[src/rtl/link_parameter_loader_pkg.sv]
// Shared stage codes and boundary-condition encodings used by the loader and the neighbor links.
package link_parameter_loader_pkg;

  localparam int STAGE_WIDTH = 3;

  localparam logic [STAGE_WIDTH-1:0] STAGE_IDLE                = 3'd0;
  localparam logic [STAGE_WIDTH-1:0] STAGE_PARAMETERS_LOADING  = 3'd1;
  localparam logic [STAGE_WIDTH-1:0] STAGE_MEASUREMENT_LOADING = 3'd2;
  localparam logic [STAGE_WIDTH-1:0] STAGE_RUNNING             = 3'd3;
  localparam logic [STAGE_WIDTH-1:0] STAGE_MEASUREMENT         = 3'd4;

  localparam logic [1:0] BOUNDARY_NONE    = 2'd0;
  localparam logic [1:0] BOUNDARY_EDGE    = 2'd1;
  localparam logic [1:0] BOUNDARY_ABSENT  = 2'd2;
  localparam logic [1:0] BOUNDARY_ILLEGAL = 2'd3;

endpackage

[src/rtl/link_param_sanitize.sv]
// Combinational clean-up of one parameter word: clamps the weight and replaces an illegal boundary code.
module link_param_sanitize
  import link_parameter_loader_pkg::*;
#(
  parameter int  MAX_WEIGHT     = 2,
  localparam int LINK_BIT_WIDTH = $clog2(MAX_WEIGHT + 1),
  localparam int WORD_WIDTH     = LINK_BIT_WIDTH + 2
) (
  input  logic [WORD_WIDTH-1:0] raw_word,
  output logic [WORD_WIDTH-1:0] clean_word,
  output logic [1:0]            err
);

  localparam logic [LINK_BIT_WIDTH-1:0] MAX_W = LINK_BIT_WIDTH'(MAX_WEIGHT);

  logic [LINK_BIT_WIDTH-1:0] raw_weight;
  logic [1:0]                raw_boundary;
  logic [LINK_BIT_WIDTH-1:0] weight;
  logic [1:0]                boundary;

  assign raw_weight   = raw_word[LINK_BIT_WIDTH-1:0];
  assign raw_boundary = raw_word[LINK_BIT_WIDTH +: 2];

  always_comb begin
    weight   = raw_weight;
    boundary = raw_boundary;
    err      = 2'b00;
    if (raw_weight > MAX_W) begin
      weight = MAX_W;
      err[0] = 1'b1;
    end
    // An illegal code is treated as a link that does not exist.
    if (raw_boundary == BOUNDARY_ILLEGAL) begin
      boundary = BOUNDARY_ABSENT;
      err[1]   = 1'b1;
    end
  end

  assign clean_word = {boundary, weight};

endmodule

[src/rtl/link_parameter_loader.sv]
// Streams one sanitised parameter word per link into a shadow array and exposes it as flat link buses.
module link_parameter_loader
  import link_parameter_loader_pkg::*;
#(
  parameter int  NUM_LINKS      = 64,
  parameter int  MAX_WEIGHT     = 2,
  localparam int LINK_BIT_WIDTH = $clog2(MAX_WEIGHT + 1),
  localparam int WORD_WIDTH     = LINK_BIT_WIDTH + 2,
  localparam int COUNT_WIDTH    = $clog2(NUM_LINKS + 1)
) (
  input  logic                                clk,
  input  logic                                reset_n,
  input  logic [STAGE_WIDTH-1:0]              global_stage,
  input  logic                                start,
  input  logic                                in_valid,
  input  logic [WORD_WIDTH-1:0]               in_data,
  output logic                                in_ready,
  output logic                                params_ready,
  output logic                                done,
  output logic [NUM_LINKS*LINK_BIT_WIDTH-1:0] weight_bus,
  output logic [NUM_LINKS*2-1:0]              boundary_bus,
  output logic [COUNT_WIDTH-1:0]              link_count,
  output logic [2:0]                          error_flags
);

  typedef enum logic [1:0] {
    S_IDLE,
    S_RECEIVE,
    S_READY,
    S_APPLY
  } state_e;

  state_e state, state_nxt;
  logic   done_nxt;
  logic   stage_loading;
  logic   handshake;
  logic   last_word;
  logic   [WORD_WIDTH-1:0] clean_word;
  logic   [1:0]            san_err;

  assign stage_loading = (global_stage == STAGE_PARAMETERS_LOADING);
  assign in_ready      = (state == S_RECEIVE);
  assign params_ready  = (state == S_READY) || (state == S_APPLY);
  assign handshake     = in_valid && in_ready;
  assign last_word     = handshake && (link_count == COUNT_WIDTH'(NUM_LINKS - 1));

  link_param_sanitize #(
    .MAX_WEIGHT (MAX_WEIGHT)
  ) u_sanitize (
    .raw_word   (in_data),
    .clean_word (clean_word),
    .err        (san_err)
  );

  always_comb begin
    state_nxt = state;
    done_nxt  = 1'b0;
    case (state)
      S_IDLE:    if (start) state_nxt = S_RECEIVE;
      S_RECEIVE: if (last_word) state_nxt = S_READY;
      S_READY:   if (stage_loading) state_nxt = S_APPLY;
      S_APPLY: begin
        if (!stage_loading) begin
          done_nxt  = 1'b1;
          state_nxt = S_IDLE;
        end
      end
      default:   state_nxt = S_IDLE;
    endcase
  end

  always_ff @(posedge clk or negedge reset_n) begin
    if (!reset_n) begin
      state       <= S_IDLE;
      done        <= 1'b0;
      link_count  <= '0;
      error_flags <= '0;
    end else begin
      state <= state_nxt;
      done  <= done_nxt;
      if (state == S_IDLE && start) begin
        link_count  <= '0;
        error_flags <= '0;
      end else begin
        if (handshake && link_count != COUNT_WIDTH'(NUM_LINKS))
          link_count <= link_count + 1'b1;
        // A loading stage seen mid-receive means links latched a partial set.
        error_flags <= error_flags
                     | {(state == S_RECEIVE) && stage_loading, 2'b00}
                     | {1'b0, handshake ? san_err : 2'b00};
      end
    end
  end

  for (genvar i = 0; i < NUM_LINKS; i++) begin : g_shadow
    logic [WORD_WIDTH-1:0] shadow_q;

    always_ff @(posedge clk or negedge reset_n) begin
      if (!reset_n)
        shadow_q <= '0;
      else if (handshake && link_count == COUNT_WIDTH'(i))
        shadow_q <= clean_word;
    end

    assign weight_bus[i*LINK_BIT_WIDTH +: LINK_BIT_WIDTH] = shadow_q[LINK_BIT_WIDTH-1:0];
    assign boundary_bus[i*2 +: 2]                         = shadow_q[LINK_BIT_WIDTH +: 2];
  end

endmodule

[config.mk]
export PLATFORM = sky130hd
export DESIGN_NAME = link_parameter_loader
export DESIGN_NICKNAME = d
export VERILOG_FILES = /design/src/rtl/link_parameter_loader_pkg.sv /design/src/rtl/link_param_sanitize.sv /design/src/rtl/link_parameter_loader.sv
export SDC_FILE = /design/constraint.sdc
export NUM_CORES = 1
export LEC_CHECK = 0
export BUFFER_PORTS_ARGS = -buffer_cell sky130_fd_sc_hd__clkbuf_2
export CAP_MARGIN = 40
export CORE_AREA = 5 5 177 264
export DETAILED_ROUTE_END_ITERATION = 12
export DIE_AREA = 0 0 182 269
export PLACE_DENSITY = 0.47
export SETUP_SLACK_MARGIN = 0.1
export SLEW_MARGIN = 20
export SYNTH_ARGS = -nofsm -noshare
export SYNTH_HDL_FRONTEND = slang
export SYNTH_SLANG_ARGS = --single-unit
[constraint.sdc]
create_clock -name clk -period 5.6 [get_ports clk]
set_clock_uncertainty 0.15 [all_clocks]
set_input_delay 0.28 -clock clk [delete_from_list [all_inputs] [get_ports clk]]
set_output_delay 0.28 -clock clk [all_outputs]
set_load 0.05 [all_outputs]
Word-level counts from Yosys, hierarchy flattened
Cells that the tools add are included.
{"block": "totals", "out_inout_bits": 269, "elab_cells": 233, "register_bits": 269, "inputBits": 11}
{"block": "classes", "n_eq_ne": 73, "n_reduce_logical": 73, "n_addsub": 1, "muxes": 15, "order_cmp": 1, "n_bitwise": 2}
{"op": "$eq 7x6->1 const B", "count": 32}
{"op": "$eq 7x5->1 const B", "count": 16}
{"op": "$logic_and 1x1->1", "count": 68}
{"op": "$eq 7x4->1 const B", "count": 8}
{"op": "$eq 7x3->1 const B", "count": 4}
{"op": "$eq 7x2->1 const B", "count": 2}
{"op": "$mux 2", "count": 7}
{"op": "$mux 7", "count": 2}
{"op": "$pmux 2 s4", "count": 1}
{"op": "$add 7x1->7 const B", "count": 1}
{"op": "$eq 7x1->1 const B", "count": 1}
{"op": "$logic_not 7->1", "count": 1}
{"op": "$ne 7x7->1 const B", "count": 1}
{"op": "$eq 2x2->1 const B", "count": 3}
{"op": "$ne 2x2->1 const B", "count": 3}
{"op": "$mux 1", "count": 4}
{"op": "$reduce_and 4->1", "count": 1}
{"op": "$eq 3x1->1 const B", "count": 1}
{"op": "$mux 3", "count": 1}
{"op": "$or 3x2->3", "count": 1}
{"op": "$or 3x3->3", "count": 1}
{"op": "$eq 2x1->1 const B", "count": 1}
{"op": "$gt 2x2->1 const B", "count": 1}
{"op": "$logic_not 2->1", "count": 1}
{"op": "other kinds (3)", "count": 3}

Longest topological paths before layout
{"block": "logic_depth", "ltp_word": 5, "depth_mapped": 8, "depth_no_buf": 6}

Cells and area by module
From an unflattened synthesis, not the netlist that was laid out.
{"block": "unflattened", "hier_cells": 722, "area_unflattened_um2": 11014.3}
{"mod": "link_parameter_loader", "seq_area_each_um2": 6731.5, "instances": 1, "cells_each": 716, "area_each_um2": 10981.8}
{"mod": "link_param_sanitize", "seq_area_each_um2": 0.0, "instances": 1, "cells_each": 6, "area_each_um2": 32.5}

Worst setup path after synthesis
No wires, ideal clock.
{"block": "synth_path", "path_type": "register -> register", "start": "register state[1]", "end": "register g_shadow[14].shadow_q[0]", "stages_incl_launch_ff": 9, "period_less_slack_ns": 2.715, "setup_slack_ns": 2.885, "setup_ns": 0.128, "n_path_buf": 2, "arrival_time_ns": 2.437, "required_ns": 5.322, "path_cell_list": "dfrtp_1 -> inv_1 -> ha_1 -> nand2_2 -> or4_1 -> buf_2 -> buf_12 -> nor2_8 -> mux2_1"}
{"block": "synth_via", "elab_chain_len": 3}
{"item": "start, declared", "line": "link_parameter_loader.sv:33", "rtl": "state_e state, state_nxt;"}
{"item": "start signal, assigned", "line": "link_parameter_loader.sv:79", "rtl": "state <= state_nxt;"}
{"item": "$eq 2x1->1", "line": "link_parameter_loader.sv:42", "rtl": "assign in_ready = (state == S_RECEIVE);"}
{"item": "named net in_ready", "line": "link_parameter_loader.sv:17", "rtl": "output logic in_ready,"}
{"item": "$logic_and 1x1->1", "line": "link_parameter_loader.sv:44", "rtl": "assign handshake = in_valid && in_ready;"}
{"item": "$logic_and 1x1->1", "line": "link_parameter_loader.sv:101", "rtl": "else if (handshake && link_count == COUNT_WIDTH'(i))"}
{"item": "end signal, assigned", "line": "link_parameter_loader.sv:102", "rtl": "shadow_q <= clean_word;"}
{"item": "end, declared", "line": "link_parameter_loader.sv:96", "rtl": "logic [WORD_WIDTH-1:0] shadow_q;"}
The timed path passes the listed nets, and every way through them passes these cells.
A chain may end at the register's enable or synchronous reset.

Worst setup path in the final report
{"block": "layout_path", "start": "register link_count[0]", "end": "register state[1]"}
{"block": "layout_via", "elab_chain_len": 4}
{"item": "start, declared", "line": "link_parameter_loader.sv:22", "rtl": "output logic [COUNT_WIDTH-1:0] link_count,"}
{"item": "start signal, assigned", "line": "link_parameter_loader.sv:86", "rtl": "link_count <= link_count + 1'b1;"}
{"item": "$eq 7x6->1", "line": "link_parameter_loader.sv:45", "rtl": "assign last_word = handshake && (link_count == COUNT_WIDTH'(NUM_LINKS - 1));"}
{"item": "$logic_and 1x1->1", "line": "link_parameter_loader.sv:45"}
{"item": "$ne 2x1->1 (no source line)"}
{"item": "$reduce_and 4->1 (no source line)"}
Every way passes these cells.

==> flow_summary.yaml <==
floorplan:
  pin_count: 280
  rows: 95
  fp.dieW_um: 182
  core_mm2: 0.0443
  initial_utilization_pct: 24.5
  die_y_um: 269
  dieArea_mm2: 0.0490
setup_path:
  critPathBufInv: 0
  criticalPathCategory: "register to register"
  slowest_delay_ps: 650
  crit_path_end_kind: "register"
  critPathLaunchType: "register"
  critPathTopFamily: "simple AND/OR/NAND/NOR gates"
  cp_cell_sequence: "ha_1, nand3_1, or3_1, a211oi_2, mux2_2"
  crit_slowest_cell: "or3_1"
  worstPathArrival_ps: 3510
  critPathMaxFanout: 13
  cp.required_ps: 5890
power_and_ir_drop:
  power_density_mw_per_mm2: 363
  p_leak_nw: 7.62
  ir_drop_mv: 0.261
grt:
  grt_pass1_wl_um: 52000
  grt_max_degree: 145
  grt_overflow: 0
  grt_antenna_before_repair: 0
  grt_pass1_vias: 7409
  track_usage_pct: 14.1
cells_and_area:
  n_antenna_cell: 0
  final_common_cell: "clkbuf_2"
  nFillCells: 4511
  final_net_count: 1019
  drive_above_1_share_pct: 57.6
  final_cell_mix: "clkbuf_2 (276), dfrtp_1 (269), mux2_2 (215)"
  area_growth_syn_to_layout_pct: 29.4
  instances_no_fill: 1602
detailed_routing:
  drtIter0Drc: 225
  routed_wirelength_um: 35100
  via_per_inst: 4.32
  drt_first_pass_iters: 4
  antenna_left: 0
  drc: 0
  num_vias: 6926
  avgRoutedWirePerCell_um: 21.9
synth:
  syn_nets: 737
  synth-seq-cells: 269
  synth_ff_type: "dfrtp_1"
  synth_edf_count: 0
  ys_warn_count: 0
  avgSynthCellArea_um2: 15.1
  yosysSeqAreaShare_pct: 62.0
  yosysTopAreaCellShare_pct: 62.0
  postSynthCellCount: 718
  ys_types: 36
  synthArstFlopShare_pct: 100
  synth_area_mm2: 0.0109
  synth_top_area_cell: "dfrtp_1"
  synth.area.top_cells: "dfrtp_1 (62%), mux2_2 (22%), mux2_1 (4.4%)"
placement:
  place_hpwl_um: 25200
  place_inst: 1545
  numPortBuffers: 279
  place_congestion: 0.711
clock_tree:
  clkLatencyLatePin_ps: 560
  post-cts-setup-buffers: 0
  numCtsBuffers: 29
  cts_tree: "done"
  cts-root-buf: "clkbuf_16"
  post_cts_resized: 0
  cts.path.max_buffers: 3
  cts_hold_buf: 6
  cts.sinks: 269
  clk_pin_slew_ps: 60
  cts_max_level: 1
sta:
  fin_crit_sh_pct: 57.4
  fin_tns_setup_ps: 0
  finalSetupViolations: 0
  relSlewSlack_pct: 33.2
  finalMaxSlewViolations: 0
  finalCriticalPeriod_ps: 3220
  fmax_ghz: 0.311
  final_hold_viol_count: 0
  rsz0062_at_grt: "false"
  tightestPinTransition_ps: 1000
outcome:
  status: "completed"
job:
  drv_cap: 0
hold_path:
  hold_class: "primary input to register"
layer usage:
metal / global-route usage [%] / wire (µm)
met1: 15.7 / 12900
met2: 26.7 / 19500
met3: 2.83 / 1830
met4: 4.44 / 973
met5: 0 / 0
flip-flops by register name, summed over array words and instances, names as in the netlist:
name	count
g_shadow.shadow_q	256
link_count	7
error_flags	3
state	2
done	1
path summary, 6_finish.rpt:
kind	from	endpoint	slack (ps)	depth (start not counted)
worst min-delay path	start	state[0]	110	4
min in group asynchronous	reset_n	g_shadow[49].shadow_q[3]	250	2
max in group asynchronous	reset_n	g_shadow[25].shadow_q[2]	3600	3
worst min register to register	g_shadow[9].shadow_q[3]	g_shadow[9].shadow_q[3]	330	1
worst max-delay path	link_count[0]	state[1]	2380	5
worst max register to register	link_count[0]	state[1]	2380	5
tightest hold or removal path, stage by stage:
cell and delay, ps:
clkbuf_2 90, o22ai_1 170, a211oi_2 70, o32a_1 170
per-stage QoR:
stage                     setup WS, ps  util (%)  hold WS [ps]  power (mW)  area (µm²)
final                             2380      31.7           115        5.10       14000
after global routing              2150      31.7           132        5.31       14000
after CTS                         2240      31.7          79.8        5.20       14000
after detailed placement          2250      29.2           308        3.08       13000
after global placement            2280      29.0           307        3.06       12900
after floorplan                   2890         -          -166        2.76       10900
cell type report:
cell class              count  area, µm²  area share [%]
clock buffers              40        827            5.89
clock inverters            11        194            1.38
inverters                   6       22.5           0.160
multi-input cells         397       3910            27.8
flip-flops and latches    269       6730            47.9
well taps                 582        728            5.19
repair buffers            297       1630            11.6
Yosys cell counts (5+ instances only):
cell type and number:
dfrtp_1 269, ha_1 8, mux2_1 42, nand3_1 26
nor2_2 16, nand2_1 15, nor2_8 10, nor2b_1 5
clkbuf_1 37, inv_1 6, a21oi_1 5, mux2_2 215
nor2_1 15, nand4_1 8
cell families after synthesis:
group                    Yosys count  share of synthesized area (%)
AO/OA/AOI/OAI                     16                          0.957
XOR/XNOR                           2                          0.161
adder cells (fa/ha/maj)            8                          0.923
buffers and inverters             52                           2.13
flip-flops                       269                           62.0
multiplexers                     258                           26.8
AND/OR/NAND/NOR                  113                           7.02
where the power goes:
part	switching, mW	internal [mW]
sequential	0.0699	2.03
clock	0.821	1.26
combinational	0.711	0.203
total	1.60	3.50
No activity file was read; power rests on OpenSTA's default activity.
